<file path="config.mk">
export PLATFORM = sky130hd
export DESIGN_NAME = dram_lsu
export DESIGN_NICKNAME = d
export VERILOG_FILES = /design/src/rtl/dram_lsu.sv
export SDC_FILE = /design/constraint.sdc
export NUM_CORES = 1
export LEC_CHECK = 0
export ABC_AREA = 1
export CAP_MARGIN = 20
export CORE_AREA = 2 2 107 109
export DETAILED_ROUTE_END_ITERATION = 8
export DIE_AREA = 0 0 109 111
export GPL_TIMING_DRIVEN = 0
export HOLD_SLACK_MARGIN = 0.05
export PLACE_DENSITY = 0.83
export SKIP_LAST_GASP = 1
export SYNTH_ARGS = -nofsm -noshare
export SYNTH_HDL_FRONTEND = slang
export SYNTH_SLANG_ARGS = --single-unit
</file>
<file path="constraint.sdc">
create_clock -name clk -period 2.65 [get_ports clk]
set_clock_uncertainty 0.2 [all_clocks]
set_input_delay 0.3975 -clock clk [delete_from_list [all_inputs] [get_ports clk]]
set_output_delay 0.3975 -clock clk [all_outputs]
set_load 0.005 [all_outputs]
</file>
<file path="src/rtl/dram_lsu.sv">
// Load/store initiator between the core MEM stage and a word-addressed DRAM.
// Sub-word stores are read-modify-write; load lanes are sign/zero-extended.
module dram_lsu #(
  parameter int DRAM_AW = 14
) (
  input  logic               clk,
  input  logic               rst,
  input  logic               req_valid,
  output logic               req_ready,
  input  logic               req_we,
  input  logic [31:0]        req_addr,
  input  logic [31:0]        req_wdata,
  input  logic [2:0]         req_funct3,
  output logic               resp_valid,
  output logic [31:0]        resp_rdata,
  output logic               resp_err,
  output logic [DRAM_AW-1:0] dram_a,
  output logic               dram_we,
  output logic [31:0]        dram_din,
  input  logic [31:0]        dram_spo
);

  typedef enum logic [1:0] {IDLE, ACCESS, WRITE, RESP} state_t;

  state_t             state_q, state_d;
  logic [DRAM_AW-1:0] wa_q, wa_d;
  logic [1:0]         off_q, off_d;
  logic [2:0]         f3_q, f3_d;
  logic               we_q, we_d;
  logic [31:0]        din_q, din_d;
  logic [31:0]        rdata_q, rdata_d;
  logic               err_q, err_d;

  logic        req_bad;
  logic [4:0]  lane_sh;
  logic [31:0] shifted, load_val, lane_mask, merged;

  // Upper address bits alias onto the DRAM word space.
  logic unused_addr_bits;
  assign unused_addr_bits = ^req_addr[31:DRAM_AW+2];

  always_comb begin
    req_bad = 1'b0;
    case (req_funct3)
      3'b000:  req_bad = 1'b0;
      3'b001:  req_bad = req_addr[0];
      3'b010:  req_bad = (req_addr[1:0] != 2'b00);
      3'b100:  req_bad = req_we;
      3'b101:  req_bad = req_we | req_addr[0];
      default: req_bad = 1'b1;
    endcase
  end

  assign lane_sh = {off_q, 3'b000};
  assign shifted = dram_spo >> lane_sh;

  always_comb begin
    load_val = shifted;
    case (f3_q)
      3'b000:  load_val = {{24{shifted[7]}}, shifted[7:0]};
      3'b001:  load_val = {{16{shifted[15]}}, shifted[15:0]};
      3'b100:  load_val = {24'h0, shifted[7:0]};
      3'b101:  load_val = {16'h0, shifted[15:0]};
      default: load_val = shifted;
    endcase
  end

  // din_q still holds the right-aligned store data while in ACCESS.
  assign lane_mask = (f3_q[0] ? 32'h0000_FFFF : 32'h0000_00FF) << lane_sh;
  assign merged    = (dram_spo & ~lane_mask) | ((din_q << lane_sh) & lane_mask);

  always_comb begin
    state_d = state_q;
    wa_d    = wa_q;
    off_d   = off_q;
    f3_d    = f3_q;
    we_d    = we_q;
    din_d   = din_q;
    rdata_d = rdata_q;
    err_d   = err_q;
    case (state_q)
      IDLE: begin
        if (req_valid) begin
          wa_d  = req_addr[DRAM_AW+1:2];
          off_d = req_addr[1:0];
          f3_d  = req_funct3;
          we_d  = req_we;
          if (req_we) din_d = req_wdata;
          if (req_bad) begin
            state_d = RESP;
            rdata_d = 32'h0;
            err_d   = 1'b1;
          end else begin
            state_d = ACCESS;
          end
        end
      end
      ACCESS: begin
        err_d = 1'b0;
        if (!we_q) begin
          rdata_d = load_val;
          state_d = RESP;
        end else if (f3_q == 3'b010) begin
          rdata_d = 32'h0;
          state_d = RESP;
        end else begin
          din_d   = merged;
          state_d = WRITE;
        end
      end
      WRITE: begin
        rdata_d = 32'h0;
        err_d   = 1'b0;
        state_d = RESP;
      end
      RESP:    state_d = IDLE;
      default: state_d = IDLE;
    endcase
  end

  always_ff @(posedge clk) begin
    if (rst) begin
      state_q <= IDLE;
      wa_q    <= '0;
      off_q   <= 2'b00;
      f3_q    <= 3'b000;
      we_q    <= 1'b0;
      din_q   <= 32'h0;
      rdata_q <= 32'h0;
      err_q   <= 1'b0;
    end else begin
      state_q <= state_d;
      wa_q    <= wa_d;
      off_q   <= off_d;
      f3_q    <= f3_d;
      we_q    <= we_d;
      din_q   <= din_d;
      rdata_q <= rdata_d;
      err_q   <= err_d;
    end
  end

  assign req_ready  = (state_q == IDLE);
  assign resp_valid = (state_q == RESP);
  assign resp_rdata = rdata_q;
  assign resp_err   = err_q;
  assign dram_a     = wa_q;
  assign dram_din   = din_q;
  // Gating with rst keeps a reset edge from committing an in-flight write.
  assign dram_we    = !rst && (((state_q == ACCESS) && we_q && (f3_q == 3'b010)) ||
                               (state_q == WRITE));

endmodule
</file>
; ---- Word level (Yosys, flattened, before mapping)
; Index checks and enable logic that the tools add are counted.
[op_classes]
n_addsub = 0
multipliers = 0
n_div = 0
magnitude_cmp = 0
n_eq_ne = 17
n_shift = 3
mux = 21
bitwise = 5
reduce_logical = 17
[op_table]
columns = op, n
row1 = $mux 32, 8
row2 = $pmux 32 s4, 1
row3 = $pmux 32 s3, 1
row4 = $and 32x32->32, 2
row5 = $pmux 32 s2, 1
row6 = $not 32->32, 1
row7 = $or 32x32->32, 1
row8 = $shl 16x5->32, 1
row9 = $shl 32x5->32, 1
row10 = $shr 32x5->32, 1
row11 = $mux 16, 1
row12 = $eq 3x3->1 const B, 4
row13 = $pmux 2 s4, 1
row14 = $eq 3x1->1 const B, 2
row15 = $eq 3x2->1 const B, 2
row16 = $logic_not 3->1, 2
row17 = $ne 2x2->1 const B, 3
row18 = $reduce_bool 2->1, 3
row19 = $pmux 1 s5, 1
row20 = $reduce_and 5->1, 1
row21 = $eq 2x2->1 const B, 2
row22 = $mux 1, 4
row23 = $mux 2, 2
row24 = $ne 2x1->1 const B, 2
row25 = 13 further kinds, 15
[totals]
reg_bits = 87
latchBits = 0
mem_bits_rw = 0
rom_bits = 0
input_bits = 103
wordCells = 71
mem_count = 0

; ---- Longest topological paths before layout
[depth]
word_depth = 8
mapped_depth = 13
ltp_nobuf = 11

; ---- Least setup slack after synthesis
; Ideal clock, no wire load.
[synth_timing]
kind = flip-flop to flip-flop
startpoint = reg state_q[0]
endpoint = reg (tool-made name)
t_arrival_ns = 1.644
slack_ns = 0.689
path_stages_with_launch = 14
n_path_buf = 2
synth_period_minus_slack_ns = 1.961
path_cell_list = dfxtp_1 -> inv_1 -> ha_1 -> nand2_2 -> clkinv_2 -> nand2_2 -> o21ai_2 -> inv_2 -> nor2_2 -> buf_4 -> buf_6 -> nand2_1 -> nor2_1 -> nor2_1
[synth_rtl]
columns = item, line
row1 = "start, declared", 25  ; state_t state_q, state_d;
row2 = "start signal, assigned", 132  ; state_q <= state_d;

; ---- Final worst setup path
[layout_timing]
startpoint = reg state_q[1]
endpoint = out dram_we
[layout_between]
elab_chain_len = 5
[layout_lines]
columns = item, line
row1 = $eq 2x1->1, 150  ; assign dram_we = !rst && (((state_q == ACCESS) && we_q && (f3_q == 3'b010)) ||
row2 = $logic_and 1x1->1 (2 in a row), 150
row3 = $logic_or 1x1->1 (*), 150
row4 = $logic_and 1x1->1 (*), 150
row5 = "end, declared", 18  ; output logic dram_we,
; Every way passes the cells marked *; elsewhere a longest branch is shown, timed or not.

==> results.md <==
- Syn Std Cell Area: 0.00481 sq mm
- Top_reg_cell synth: dfxtp_1
- CTS tree: built
- Critical path depth: 7
- Antenna diodes: 0
- YS warnings: 0
- Flop and latch count out of synthesis: 87
- Initial antenna violation count: 0
- Post-detail-place hpwl: 13500 um
- Number of max-cap violations: 0
- Psw: 2.95 mW
- Clock Sinks: 87
- Hold_sp: rst
- Reg2reg setup slack: 0.14 ns
- CP Capture Type: primary output
- CTS root buffer: clkbuf_16
- Leak Pwr: 2.83 nW
- Syn Inst Count: 786
- Vias in the first global route: 5576
- First-pass GRT wire length: 27700 um
- Status: completed
- Worst-margin pin slew: 0.534 ns
- Final RePlAce weighted congestion: 1.00
- Worst endpoint required time: 2.05 ns
- Critical path class: register to primary output
- CTS Buffer Depth: 2
- Post-synth EDFFs: 0
- Die area: 0.0121 sq mm
- Routed WL: 17600 um
- Final period utilization: 0.963
- Final Max Tran Viols: 0
- Fill count: 1047
- Worst Path Buf+Inv: 3
- Layout cell share with drive strength beyond 1: 0.0568
- DR WL/cell: 15.9 um
- Combinational share of power: 0.522
- Pre-antenna DRT Iters: 5
- Post-layout min period: 2.55 ns
- Hold endpoint: resp_rdata[21]
- Total GRT Usage: 0.293
- Most common cell after layout, fill and taps aside: nand2_1
- Slew margin rel.: 0.644
- H-tree levels: 3
- Hold path depth: 2
- Max Freq: 392 MHz
- Part of the Yosys area used for sequential elements: 0.362
- Power per standard cell area: 1010 mW/mm^2
- Critical Path, Cell by Cell: inv_1 -> ha_1 -> buf_4 -> nand2_1 -> nor2_1 -> o21a_1 -> clkdlybuf4s50_1
- Final cell count without fillers: 1112
- Vias per cell: 5.31
- Crit-path max FO: 10
- Peak VDD IR: 0.683 mV
- Die X: 109 um
- Total power: 7.06 mW
- Post-DRT Antenna Nets: 0
- FP Rows: 39
- Core Area: 0.0111 sq mm
- Largest net degree at the start of global routing: 14
- Residual DRC count: 0
- PortBufs: 167
- Placed insts: 1096
- RR Startpoint: state_q[1]
- Total gr overflow: 0
- Final Hold Vio Count: 0
- Sequential share of power: 0.281
- HP Class: primary input to register
- Slowest stage delay, CP: 0.50 ns
- Cts-stage hold buffer count: 0
- Pint: 4.11 mW
- Top-level I/O count: 185
- Initial Util: 0.435
- Worst Path Arrival: 1.95 ns
- Library cells used by synthesis: 25
- Via count: 5904
- Worst hold margin: 0.175 ns
- Slowest CP cell: clkdlybuf4s50_1
- TritonCTS buffer count: 9
- Sw frac: 0.418
- Syn_area_per_cell: 6.12 sq um
- R2r worst-path depth: 13
- Clock power share: 0.197
- Mapped Nets: 893
- Final Net Count: 1071
- Worst-path clk slew: 0.06 ns
- Die height: 111 um
- CP top delay family: buffers and inverters
- Post-CTS setup buffers: 0
- Clk_lat worst skew: 0.35 ns
- Initial DRC count: 525
- Commonest cells after routing, fill and taps aside: nand2_1 (226), clkdlybuf4s50_1 (167), o21ai_0 (104), nor2_1 (102), a21oi_1 (96)
- Post-synth ARST share: 0
- Area Overhead vs Synth: 45.3%
- RSZ-0062 raised after global routing: no
- Final setup viols: 0
- Startpoint types: register
-- kinds of logic after synthesis --
logic type,count (synthesis),share of synthesized area
DFF,87,0.362
and+or+nand+nor,384,0.318
buffers and inverters,101,0.0886
adders and majority gates,4,0.0104
AOI/OAI and AO/OA,210,0.221
-- metal layers --
metal	wire length (um)	vias to the layer above	track usage
li1	-	2904	-
met1	7310	2613	0.380
met2	7960	325	0.468
met3	1570	62	0.0412
met4	785	0	0.150
met5	0	-	0
-- metrics by stage --
stage / setup WS (ns) / TNS (ns) / area (sq um) / util
final: 0.0982 / 0 / 7000 / 0.632
after global routing: 0.00520 / 0 / 7000 / 0.632
after CTS: 0.0421 / 0 / 6990 / 0.631
after detailed placement: -0.134 / -0.134 / 6660 / 0.602
after global placement: -0.138 / -0.138 / 6660 / 0.602
after floorplan: 0.689 / 0 / 4810 / -
-- cell usage after synthesis (2+ instances only) --
library cell  instances  share of area
dfxtp_1              87           0.36
o21ai_2               2         0.0036
buf_1                 5         0.0039
nand3_1              38          0.040
inv_1                43          0.034
a21oi_1              96           0.10
buf_6                 2         0.0047
clkbuf_1             25          0.019
inv_2                 3         0.0023
o21ai_0             104           0.11
nor3_1                8         0.0083
nand2_2               3         0.0039
ha_1                  4          0.010
nor2_2                4         0.0052
nand2_1             226           0.18
o21ai_1               6         0.0062
buf_4                 2         0.0031
nor2_1              102          0.080
buf_2                19          0.020
nand3_2               2         0.0042
-- final cells by class --
class                   instances  area [sq um]  area share
plain buffers                  53           250      0.0358
clock buffers                  13           260      0.0372
clock inverters                 3          65.1     0.00930
inverters                      48           181      0.0259
multi-input cells             598          2650       0.378
flip-flops and latches         87          1740       0.249
well taps                     143           179      0.0256
repair buffers                167          1670       0.239
-- worst max-delay path by stage --
stage                    start  slack [ns]  endpoint
finish              state_q[1]         0.1   dram_we
global route        state_q[1]       0.005   dram_we
CTS                        rst        0.04   dram_we
detailed placement         rst       -0.13   dram_we
global placement           rst       -0.14   dram_we
floorplan           state_q[0]        0.69  register
-- what timing repair did --
| action | CTS | global route |
|---|---|---|
| gates resized for setup | 1 | 5 |
| endpoints found under the setup margin | 1 | 2 |
| cloned | 0 | 0 |
-- power by group through the flow --
stage	clock (mW)	sequential, mW	combinational, mW
3_3_place_gp	0	1.99	3.57
4_1_cts	1.39	1.98	3.64
2_1_floorplan	0	1.97	2.09
6_report	1.39	1.99	3.69
3_5_place_dp	0	2.00	3.59
5_1_grt	1.44	2.02	4.09
No activity file was read; power rests on OpenSTA's default activity.
